<file path="config.mk">
export PLATFORM = sky130hd
export DESIGN_NAME = ipml_prefetch_rd_ctrl_v2_0
export DESIGN_NICKNAME = d
export VERILOG_FILES = /design/src/rtl/ipml_prefetch_rd_ctrl_v2_0.sv
export SDC_FILE = /design/constraint.sdc
export NUM_CORES = 1
export LEC_CHECK = 0
export BUFFER_PORTS_ARGS = -buffer_cell sky130_fd_sc_hd__buf_4
export CORE_ASPECT_RATIO = 1.75
export CORE_MARGIN = 1
export CORE_UTILIZATION = 42
export CTS_CLUSTER_SIZE = 40
export DETAILED_ROUTE_END_ITERATION = 12
export PLACE_DENSITY_LB_ADDON = 0.1
export SETUP_SLACK_MARGIN = 0.5
export SYNTH_ARGS = -nofsm -noshare
export SYNTH_HDL_FRONTEND = slang
export SYNTH_SLANG_ARGS = --single-unit
</file>
<file path="constraint.sdc">
create_clock -name rd_clk -period 5 [get_ports rd_clk]
set_input_delay 0.75 -clock rd_clk [delete_from_list [all_inputs] [get_ports rd_clk]]
set_output_delay 0.75 -clock rd_clk [all_outputs]
set_load 0.03 [all_outputs]
</file>
<file path="src/rtl/ipml_prefetch_rd_ctrl_v2_0.sv">
// FWFT read controller: turns a fixed-latency FIFO pop port into a valid/ready head word. Head word is visible RD_LATENCY+1 clocks after a pop.
// A consumer stall holds rd_data and rd_vld stable, and pops stop once the skid buffer is committed. PREFETCH_FLUSH_EN adds a flush input.
module ipml_prefetch_rd_ctrl_v2_0 #(
    parameter int DATA_WIDTH = 32,
    parameter int RD_LATENCY = 1,
    parameter int BUF_DEPTH  = 2
) (
    input  logic                           rd_clk,
    input  logic                           rd_rst,
    input  logic                           src_empty,
    output logic                           src_rd_en,
    input  logic [DATA_WIDTH-1:0]          src_data,
    output logic [DATA_WIDTH-1:0]          rd_data,
    output logic                           rd_vld,
    input  logic                           rd_en,
    output logic [$clog2(BUF_DEPTH+1)-1:0] level
`ifdef PREFETCH_FLUSH_EN
    ,
    input  logic                           flush
`endif
);
    localparam int LW = $clog2(BUF_DEPTH + 1);
    localparam int PW = (BUF_DEPTH > 1) ? $clog2(BUF_DEPTH) : 1;
    localparam int CW = $clog2(RD_LATENCY + 1);
    localparam int SW = $clog2(BUF_DEPTH + RD_LATENCY + 1);

    generate
        if (BUF_DEPTH < RD_LATENCY + 1) begin : g_depth_chk
            $error("ipml_prefetch_rd_ctrl_v2_0: BUF_DEPTH must be >= RD_LATENCY+1");
        end
    endgenerate

    logic [DATA_WIDTH-1:0] mem [BUF_DEPTH];
    logic [PW-1:0]         head;
    logic [PW-1:0]         tail;
    logic [RD_LATENCY-1:0] infl;
    logic [CW-1:0]         infl_cnt;
    logic                  flush_i;
    logic                  pop;
    logic                  wr;
    logic                  room;

`ifdef PREFETCH_FLUSH_EN
    assign flush_i = flush;
`else
    assign flush_i = 1'b0;
`endif

    function automatic logic [PW-1:0] nxt(input logic [PW-1:0] p);
        return (p == PW'(BUF_DEPTH - 1)) ? '0 : p + PW'(1);
    endfunction

    always_comb begin
        infl_cnt = '0;
        for (int i = 0; i < RD_LATENCY; i++)
            infl_cnt = infl_cnt + CW'(infl[i]);
    end

    // Count in-flight words as already occupying a slot so a returning word always has space.
    assign room      = (SW'(level) + SW'(infl_cnt)) < SW'(BUF_DEPTH);
    assign rd_vld    = (level != '0);
    assign pop       = rd_vld & rd_en & ~flush_i;
    assign wr        = infl[RD_LATENCY-1] & ~flush_i;
    assign src_rd_en = ~src_empty & ~rd_rst & ~flush_i & (room | pop);
    assign rd_data   = rd_vld ? mem[head] : '0;

    always_ff @(posedge rd_clk or posedge rd_rst) begin
        if (rd_rst) begin
            infl <= '0;
        end else if (flush_i) begin
            infl <= '0;
        end else begin
            infl[0] <= src_rd_en;
            for (int i = 1; i < RD_LATENCY; i++)
                infl[i] <= infl[i-1];
        end
    end

    always_ff @(posedge rd_clk or posedge rd_rst) begin
        if (rd_rst) begin
            head  <= '0;
            tail  <= '0;
            level <= '0;
        end else if (flush_i) begin
            head  <= tail;
            level <= '0;
        end else begin
            if (wr)
                tail <= nxt(tail);
            if (pop)
                head <= nxt(head);
            case ({wr, pop})
                2'b10:   level <= level + LW'(1);
                2'b01:   level <= level - LW'(1);
                default: ;
            endcase
        end
    end

    always_ff @(posedge rd_clk) begin
        if (wr)
            mem[tail] <= src_data;
    end

    a_no_overflow: assert property (@(posedge rd_clk) disable iff (rd_rst) wr |-> (level < LW'(BUF_DEPTH)));

endmodule

</file>
==> impl_metrics.toml <==
[timing]
rsz0062_at_grt = "false"
tns_ns = 0
max_freq_mhz = 373
fin_ws_ns = 2.32
hold_viol = 0
drv_slew = 0
post-route-min-period_ns = 2.68
period_share_pct = 53.6
worst_pin_slew_ns = 0.971
clock_skew_ns = 0.00423
slew_headroom_pct = 35.3
setup_viol = 0

[final_layout]
antenna_cells = 0
fin_nets = 270
final-seq-area_mm2 = 0.00205
area_delta_synth_final_pct = 28.1
fill_cells = 523
final_core_util_pct = 55.5
layout.cells.non_filler = 317
multi_input_area_um2 = 563
drive_gt1_share_pct = 36.3

[critical_path]
worstPathArrival_ns = 1.93
crit_type = "flip-flop to output pin"
rr_worst_depth = 6
worstPathRequired_ns = 4.25
crit_fanout = 33
endpoint_kind = "output pin"
crit_path_start_kind = "flip-flop"

[global_route]
grt_pass1_vias = 1557
grt_max_degree = 34
antenna_found_initial = 0
grt_usage_pct = 15.0
grt-ovfl-total = 0
grt_pass1_wl_mm = 7.17

[placed_design]
io_buffers = 71
gp_congestion = 0.680
dp_hpwl_mm = 3.01
placed_cells = 302
dp_slack_ns = 2.65

[floorplanning]
die_w_um = 62.1
start_util_pct = 43.3
num_io_pins = 72
rows = 38
dieArea_mm2 = 0.00666
die_h_um = 107
coreArea_mm2 = 0.00613

[synthesis]
synth_nets = 195
synth_top_cell_area_share_pct = 72.3
seq_area_frac_synth_pct = 77.0
synth_seq_cells = 69
yosys_most_used_dff = "edfxtp_1"
synthCells = 158
syn-cell-area_mm2 = 0.00266
yosysUniqueCellTypes = 15
synthTopCellsByArea = "edfxtp_1 (72%), mux2i_1 (12%), nor2_1 (4.9%)"
yosysWarnings = 0
async_flop_share_pct = 7.25
synth_top_area_cell = "edfxtp_1"
syn_area_per_cell_um2 = 16.8
synth-edff-count = 64

[detailed_routing]
post_drt_via_cell_ratio = 4.67
dr_total_vias = 1480
drtIter0Drc = 74
wirelength_mm = 4.64
drc = 0
post_drt_wl_per_cell_um = 14.6
first_pass_iters = 4
antenna_left = 0

[clock_network]
clk_pin_slew_ns = 0.06
cts_buffers = 9
cts_hold_buf = 0
cts_tree = "built"
clockRootBuffer = "clkbuf_8"
cts_resized = 0
cts.path.max_buffers = 2
clk_latency_ns = 0.34
htreeDepth = 3
post_cts_buffers = 0
cts.sinks = 69

[run]
drv_cap = 0

[power_and_ir_drop]
peakVddDrop_uv = 301
power.density_mw_per_mm2 = 599
p_leak_nw = 1.38

[hold_path]
worstHoldPathType = "input pin to asynchronous set/reset pin"

[outcome]
status = "complete, no violations"
layer usage:
metal,global-route usage [%],routed length (µm),vias to the layer above
li1,-,-,717
met1,14.2,1640,706
met2,26.5,2640,48
met3,5.96,262,9
met4,9.80,99,0
met5,0,0,-
power by group:
| group | switching [mW] | total (mW) | internal [mW] |
|---|---|---|---|
| sequential | 0.105 | 0.823 | 0.718 |
| clock | 0.178 | 0.349 | 0.171 |
| combinational | 0.525 | 0.865 | 0.340 |
critical path: stages, from the launching register on:
cell and delay (ns):
dfrtp_2 1.01, mux2i_1 0.29, nor2_1 0.08, buf_4 0.21
per-stage QoR:
step / hold WS [ns] / total power, mW / area (µm²)
after floorplan: 0.456 / 1.40 / 2660
after detailed placement: 0.529 / 1.71 / 3260
after CTS: 0.299 / 2.07 / 3400
final: 0.315 / 2.04 / 3400
after global routing: 0.311 / 2.13 / 3400
after global placement: 0.511 / 1.69 / 3260
registers in the layout (all words and copies together) (netlist names):
| name | flops |
|---|---|
| head | 1 |
| infl | 1 |
| level | 2 |
| tail | 1 |
| mem | 64 |
cells in the mapped netlist (2+ instances only):
library cell and number:
buf_4 4, edfxtp_1 64, inv_1 3, mux2i_1 32, nor2_1 35, xor2_1 4
xnor2_1 2, dfrtp_1 5, buf_2 3
kinds of logic (layout without fill, tap and decap cells):
logic type               Yosys count  count (layout)  synth area share (%)
XOR/XNOR                           6               6                  1.98
multiplexers                      32              32                  12.1
AO/OA/AOI/OAI                      1               1                 0.283
buffers and inverters             10              89                  2.12
adder cells (fa/ha/maj)            1               1                 0.471
AND/OR/NAND/NOR                   39              39                  6.07
flip-flops                        69              69                  77.0
cells in the final DEF (no fill, tap or decap):
cell,synthesis,layout
xor2_1,4,4
edfxtp_1,64,64
ha_1,1,1
dfrtp_1,5,4
o21a_1,1,1
nand2_1,1,1
buf_4,4,71
mux2i_1,32,32
clkbuf_8,0,9
xnor2_1,2,2
and2_2,0,1
and2_4,1,1
inv_1,3,3
dfrtp_2,0,1
clkbuf_1,0,2
nor2_4,1,2
nor2_1,35,34
clkinv_1,0,3
clkinv_2,0,1
final cells by class:
cell class / instances / area share, %
clock buffers: 11 / 3.86
clock inverters: 4 / 0.478
inverters: 3 / 0.331
multi-input cells: 79 / 16.5
flip-flops and latches: 69 / 60.2
well taps: 80 / 2.94
repair buffers: 71 / 15.7
path summary, 6_finish.rpt:
path	from	to	slack, ns
max	head	rd_data[28]	2.32
min	rd_rst	tail	0.32
max reg2reg	level[1]	level[1]	2.91
min reg2reg	infl	tail	0.54
max in group asynchronous	rd_rst	head	4.50
min in group rd_clk	infl	tail	0.54
(Power assumes the default switching activity.)
